--- config.mk ---
export PLATFORM = sky130hd
export DESIGN_NAME = maze_game
export DESIGN_NICKNAME = d
export VERILOG_FILES = /design/src/rtl/maze_game.sv
export SDC_FILE = /design/constraint.sdc
export NUM_CORES = 1
export LEC_CHECK = 0
export ABC_AREA = 0
export CORE_AREA = 5 5 98 136
export DETAILED_ROUTE_END_ITERATION = 10
export DIE_AREA = 0 0 103 141
export PLACE_DENSITY = 0.65
export SYNTH_ARGS = -nofsm -noshare
export SYNTH_HDL_FRONTEND = slang
export SYNTH_SLANG_ARGS = --single-unit
--- constraint.sdc ---
create_clock -name clk -period 7.7 [get_ports clk]
set_clock_uncertainty 0.15 [all_clocks]
set_input_delay 2.31 -clock clk [delete_from_list [all_inputs] [get_ports clk]]
set_output_delay 2.31 -clock clk [all_outputs]
set_load 0.01 [all_outputs]
--- src/rtl/maze_game.sv ---
// maze_game: a grid of rooms the player walks with four edge-detected
// direction buttons, picking up the sword and then slaying the dragon
// (win), or meeting the dragon unarmed or running out of moves (dead).
module maze_game #(
  parameter int GRID_W      = 3,
  parameter int GRID_H      = 3,
  parameter int START_ROOM  = 0,
  parameter int SWORD_ROOM  = 2,
  parameter int DRAGON_ROOM = 8,
  parameter int MAX_MOVES   = 31,
  localparam int N  = GRID_W * GRID_H,
  localparam int IW = $clog2(N),
  localparam int MW = (MAX_MOVES < 1) ? 1 : $clog2(MAX_MOVES + 1)
) (
  input  logic          clk,
  input  logic          reset,
  input  logic          n,
  input  logic          s,
  input  logic          e,
  input  logic          w,
  output logic [N-1:0]  room,
  output logic [IW-1:0] room_idx,
  output logic          sword,
  output logic          win,
  output logic          dead,
  output logic [MW-1:0] moves
);

  typedef enum logic [1:0] {
    PLAY = 2'd0,
    WIN  = 2'd1,
    DEAD = 2'd2
  } state_t;

  state_t        state, state_next;
  logic [3:0]    btn, btn_prev, press;
  logic          req, in_grid;
  int            cur_x, cur_y, nx, ny;
  logic [IW-1:0] target, room_idx_next;
  logic          sword_next;
  logic [MW-1:0] moves_inc, moves_next;

  // Button bundle ordered {n, s, e, w}; a press is a rising level.
  assign btn   = {n, s, e, w};
  assign press = btn & ~btn_prev;
  assign req   = $onehot(press);

  // Edge-detect history; loading the live level during reset means a
  // button held through reset release is not seen as a fresh press.
  always_ff @(posedge clk) begin
    // NOTE: sequential state uses non-blocking assignments so every
    // register samples pre-edge values regardless of statement order.
    btn_prev <= btn;
  end

  // Next-state, next-room, sword and move-counter decision.
  always_comb begin
    // NOTE: every variable gets a default first so no path leaves a
    // value unassigned, which would otherwise infer a latch.
    state_next    = state;
    room_idx_next = room_idx;
    sword_next    = sword;
    moves_next    = moves;
    cur_x         = int'(room_idx) % GRID_W;
    cur_y         = int'(room_idx) / GRID_W;
    nx            = cur_x;
    ny            = cur_y;
    case (press)
      4'b1000: ny = cur_y - 1;
      4'b0100: ny = cur_y + 1;
      4'b0010: nx = cur_x + 1;
      4'b0001: nx = cur_x - 1;
      default: ;
    endcase
    in_grid   = (nx >= 0) && (nx < GRID_W) && (ny >= 0) && (ny < GRID_H);
    target    = IW'(ny * GRID_W + nx);
    moves_inc = (moves == '1) ? moves : moves + 1'b1;

    case (state)
      PLAY: begin
        if (req && in_grid) begin
          room_idx_next = target;
          moves_next    = moves_inc;
          if (target == IW'(SWORD_ROOM)) sword_next = 1'b1;
          // Dragon outcome uses the sword held before this move and
          // outranks the move-limit timeout.
          if (target == IW'(DRAGON_ROOM))
            state_next = sword ? WIN : DEAD;
          else if (MAX_MOVES != 0 && moves_inc == MW'(MAX_MOVES))
            state_next = DEAD;
        end
      end
      WIN, DEAD: ;
      default: state_next = PLAY;
    endcase
  end

  // Game state registers; reset overrides any simultaneous request.
  always_ff @(posedge clk) begin
    if (reset) begin
      state    <= PLAY;
      room_idx <= IW'(START_ROOM);
      sword    <= 1'b0;
      moves    <= '0;
    end else begin
      state    <= state_next;
      room_idx <= room_idx_next;
      sword    <= sword_next;
      moves    <= moves_next;
    end
  end

  // Outputs decoded from registers only.
  assign room = {{(N-1){1'b0}}, 1'b1} << room_idx;
  assign win  = (state == WIN);
  assign dead = (state == DEAD);

endmodule

Word level (Yosys, flattened, before mapping)
Cells that the tools add are included.
{"block": "word_totals", "elab_cells": 55, "output_inout_bits": 21, "ff_bits": 16, "input_bits": 6}
{"block": "op_classes", "shifts": 1, "n_mul": 1, "muxes": 8, "n_div": 2, "addsub": 9, "reduce_logical": 9, "magnitude_cmp": 4, "eq_ne": 13, "bitwise_logic": 3}
{"operator": "$pmux 32 s2", "count": 2}
{"operator": "$add 32x2->32 const B", "count": 2}
{"operator": "$ge 32x1->1 const B", "count": 2}
{"operator": "$lt 32x3->1 const B", "count": 2}
{"operator": "$sub 32x2->32 const B", "count": 2}
{"operator": "$div 5x3->32 const B", "count": 1}
{"operator": "$mod 5x3->32 const B", "count": 1}
{"operator": "$mul 32x3->4 const B", "count": 1}
{"operator": "$eq 5x5->1 const B", "count": 2}
{"operator": "$shl 1x4->9 const A", "count": 1}
{"operator": "$eq 4x2->1 const B", "count": 2}
{"operator": "$eq 4x4->1 const B", "count": 2}
{"operator": "$mux 2", "count": 4}
{"operator": "$reduce_and 3->1", "count": 2}
{"operator": "$add 5x1->5 const B", "count": 1}
{"operator": "$mux 5", "count": 1}
{"operator": "$add 1x1->2", "count": 2}
{"operator": "$add 4x4->4", "count": 1}
{"operator": "$and 4x4->4", "count": 1}
{"operator": "$eq 4x1->1 const B", "count": 1}
{"operator": "$eq 4x3->1 const B", "count": 1}
{"operator": "$logic_and 1x1->1", "count": 4}
{"operator": "$not 4->4", "count": 1}
{"operator": "$pmux 2 s2", "count": 1}
{"operator": "10 further kinds", "count": 10}

Logic depth before layout (Yosys ltp)
{"block": "logic_depth", "word_depth": 11, "mapped_depth": 31, "depth_no_buf": 28}

Worst setup path after synthesis
No wires, ideal clock.
{"block": "synth_path", "kind": "input -> register", "startpoint": "in s", "endpoint": "reg state[0]", "t_arrival_ns": 6.691, "setup_time_ns": 0.062, "path_stages": 17, "path_buffers": 0, "required_ns": 7.488, "path_slack_ns": 0.797, "cell_sequence": "nor2b_1 -> a21oi_1 -> nand2_1 -> inv_1 -> ha_1 -> and2b_1 -> o31a_4 -> o31ai_4 -> o21ai_2 -> o31ai_2 -> o31ai_1 -> a2111oi_4 -> o2111ai_2 -> o31ai_4 -> nand4_4 -> or4_1 -> nand3_1"}
{"block": "synth_between", "elab_chain_cells": 10, "elab_cells_between_ends": 27, "classes_between": "3 x add/sub; 1 x mul; 4 x order compare; 8 x eq/ne; 5 x mux; 1 x bitwise; 5 x reduce/logical"}
{"item": "start: declaration", "line": "18", "source": "input logic s,"}
{"item": "$and 4x4->4 *", "line": "45", "source": "assign press = btn & ~btn_prev;"}
{"item": "parallel branches: the longest is 9 deep, another holds $mul 32x3->4"}
{"item": "end signal: assignment", "line": "106", "source": "state <= state_next;"}
{"item": "end: declaration", "line": "35", "source": "state_t state, state_next;"}
Every way passes the cells marked *. The select of a mux whose other input is x is not followed.
A chain may end at the register's enable or synchronous reset.

Final worst setup path
{"block": "layout_path", "startpoint": "in w", "endpoint": "reg state[0]"}
{"block": "layout_between", "elab_chain_cells": 10, "elab_cells_between_ends": 27, "classes_between": "3 x add/sub; 1 x mul; 4 x order compare; 8 x eq/ne; 5 x mux; 1 x bitwise; 5 x reduce/logical"}
{"item": "start: declaration", "line": "20", "source": "input logic w,"}
{"item": "$and 4x4->4 *", "line": "45"}
{"item": "parallel branches: the longest is 9 deep, another holds $mul 32x3->4"}
Marks and branches as above.

==> out/summary.txt <==
Synth area leaders -> ha_1 16%, dfxtp_1 6.9%, a21oi_1 5.9%, nor2_1 4.7%, nand2_1 4.4%
TritonCTS Buffers -> 3
Final nets -> 720
Post-CTS Resized -> 0
Synth warn -> 0
Row count -> 48
Worst Max-Slew Pin Slew -> 821 ps
Chip Height -> 141 um
Setup violators final -> 0
Syn nets -> 700
Total Neg Setup Slack -> 0 ps
Routed Wire Length -> 14400 um
Placed cell count -> 795
Fin crit share -> 0.951
Status -> finished, final reports clean
Area Growth Syn to Fin -> 10.4%
Worst IR Drop VDD -> 0.0787 mV
DRT Pass-1 Iters -> 5
DR iter-0 viols -> 352
Final ANT Viol Nets -> 0
Initial Util -> 0.383
Vias -> 5035
Slew headroom -> 0.448
Clock Latency Late Sink -> 250 ps
First-pass GRT wire length -> 23600 um
Slowest-stage cell, CP -> or4_1
Initial antenna violation count -> 0
Clk sinks -> 16
PortBufs -> 26
Hold-fix buffers, CTS -> 0
Final Hold Vio Count -> 0
Unique cell type count in the Yosys netlist -> 91
CTS tree -> done
Post-CTS Setup Bufs -> 0
Slowest stage delay, CP -> 510 ps
Final RePlAce weighted congestion -> 0.970
Top FF cell, synth -> dfxtp_1
Arrival @ worst endpoint -> 7370 ps
Pwr dens -> 116 nW/um2
Diode count -> 0
Cell taking the most area after synthesis -> ha_1
Final Non-Filler Cells -> 799
Grt total ovfl -> 0
EDFF count, synth -> 0
Die Area -> 14500 um2
Register Area -> 320 um2
Clk pin slew, worst setup/hold paths -> 50 ps
Maximum clock rate -> 137 MHz
RSZ-0062 raised after global routing -> false
Routed len/inst -> 18.1 um
Largest net degree at the start of global routing -> 20
CP Class -> in -> reg
# IOs -> 27
Fillers -> 1246
Worst Setup End Kind -> flop
Critical Path RT -> 7750 ps
Post-synth top area share -> 0.159
Synth Area per Inst -> 7.38 um2
Longest Clk Path Bufs -> 2
Final Instance Area -> 5130 um2
Placed Area -> 5050 um2
Multi-input gate area -> 4020 um2
Vias in the first global route -> 4806
Hpwl dp -> 11700 um
Total global-route track usage -> 0.200
Die width -> 103 um
Startpoint types -> input pin
Synth async-reset ratio -> 0
Min-Delay Path Class -> reg -> reg
Core area -> 12100 um2
CP cell instances -> clkdlybuf4s50_1 -> nand2b_1 -> inv_1 -> ha_1 -> nand2_1 -> inv_1 -> buf_4 -> ha_1 -> a21oi_1 -> o21ai_0 -> a21oi_1 -> o21ai_1 -> a41oi_2 -> mux2i_1 -> a2111oi_4 -> o2111ai_2 -> o31ai_4 -> nand4_4 -> or4_1 -> nand3_1
Max-Cap Viols -> 0
Slew Limit Fails -> 0
Register area share after synthesis -> 0.0689
CP Max Fanout -> 19
Vias/cell -> 6.30
Root cell of the clock tree -> clkbuf_16
Share of layout cells above drive strength 1 -> 0.106
DRC Markers -> 0
Gate Count Post-Synth -> 630
Post-layout min period -> 7320 ps
Post-synthesis register bit count -> 16
H-tree levels -> 1
Synth Cell Area -> 4650 um2
P_leak -> 2.25 nW
Reg-to-reg slack, setup -> 520 ps
-- final cells by class --
| class | count | share of cell area |
|---|---|---|
| Clock buffer | 4 | 0.0173 |
| Multi-Input combinational cell | 551 | 0.782 |
| Inverter | 34 | 0.0249 |
| Sequential cell | 16 | 0.0624 |
| Timing Repair Buffer | 44 | 0.0770 |
| Tap cell | 150 | 0.0365 |
-- synth_stat cells (3+ instances only) --
| library cell | count |
|---|---|
| ha_1 | 59 |
| nor2_1 | 58 |
| a21oi_1 | 55 |
| nand2_1 | 55 |
| inv_1 | 31 |
| o21ai_0 | 28 |
| nor3_1 | 21 |
| clkbuf_1 | 17 |
| dfxtp_1 | 16 |
| nand4_1 | 16 |
| nand3_1 | 15 |
| xnor2_1 | 13 |
| xor2_1 | 11 |
| a31oi_1 | 10 |
| o21a_1 | 10 |
| a21o_1 | 9 |
| o21ai_1 | 9 |
| o31ai_1 | 9 |
| and3_1 | 8 |
| nor2b_1 | 8 |
| or3_1 | 8 |
| mux2i_1 | 7 |
| nand2b_1 | 7 |
| nor4_1 | 7 |
| o21bai_1 | 7 |
| a211oi_1 | 6 |
| and2_1 | 6 |
| nor3b_1 | 6 |
| clkbuf_8 | 5 |
| fa_1 | 5 |
| a21oi_2 | 4 |
| nand3b_1 | 4 |
| a211o_1 | 3 |
| buf_6 | 3 |
| inv_2 | 3 |
| mux2_2 | 3 |
| nor4b_1 | 3 |
| o2111ai_1 | 3 |
| o21ai_2 | 3 |
-- path summary, 6_finish.rpt --
kind         cells past startpoint         from        to
max                             20            w  state[0]
min                              1     moves[4]  moves[4]
max reg2reg                     28  room_idx[3]  state[0]
min reg2reg                      1     moves[4]  moves[4]
-- metrics by stage --
step	hold WS (ps)	util	setup WS [ps]	total power, W
detailed placement	339	0.416	194	0.000477
CTS	353	0.423	444	0.000594
finish	345	0.423	376	0.000594
floorplan	353	-	797	0.000382
global placement	336	0.416	259	0.000471
global route	374	0.423	88.1	0.000638
-- routing by layer --
metal  global-route usage  share of wire  routed length [um]
met2                0.365           0.51                7340
met5                    0              0                   0
met1                0.218           0.38                5480
met3               0.0119          0.042                 610
met4                0.119          0.070                1010
-- report_power, final --
part           switching [W]  total [W]  internal [W]
registers         0.00000529  0.0000943     0.0000890
clock network      0.0000354   0.000114     0.0000791
logic               0.000232   0.000385      0.000153
total               0.000272   0.000594      0.000321
-- cell usage in the layout (no fill, tap or decap), drive strengths merged, types with 11 or more instances in the layout --
master,count
o21a,12
dfxtp,16
nor3,22
o31ai,12
nand3,16
a21oi,59
nor2,59
clkdlybuf4s50,26
xnor2,13
a21o,12
nand4,18
xor2,11
nand2,56
inv,34
ha,59
o21ai,42
buf,18
-- critical path, delay by kind of cell --
family	cells	cell delay [ps]
adder cells (fa/ha/maj)	2	600
AO/OA/AOI/OAI	8	2150
multiplexers	1	180
AND/OR/NAND/NOR	5	1110
buffers and inverters	4	980
-- registers in the layout (all words and copies together), names as in the netlist --
register and count:
sword 1, btn_prev 4, room_idx 4, moves 5
state 2
-- cells by family after synthesis --
| group | after synthesis | share of synthesized area |
|---|---|---|
| and+or+nand+nor | 244 | 0.284 |
| adders and majority gates | 64 | 0.180 |
| buffers and inverters | 63 | 0.0678 |
| xor gates and xnor gates | 24 | 0.0452 |
| AOI/OAI and AO/OA | 209 | 0.331 |
| muxes | 10 | 0.0223 |
| DFF | 16 | 0.0689 |
No activity file was read; power rests on OpenSTA's default activity.
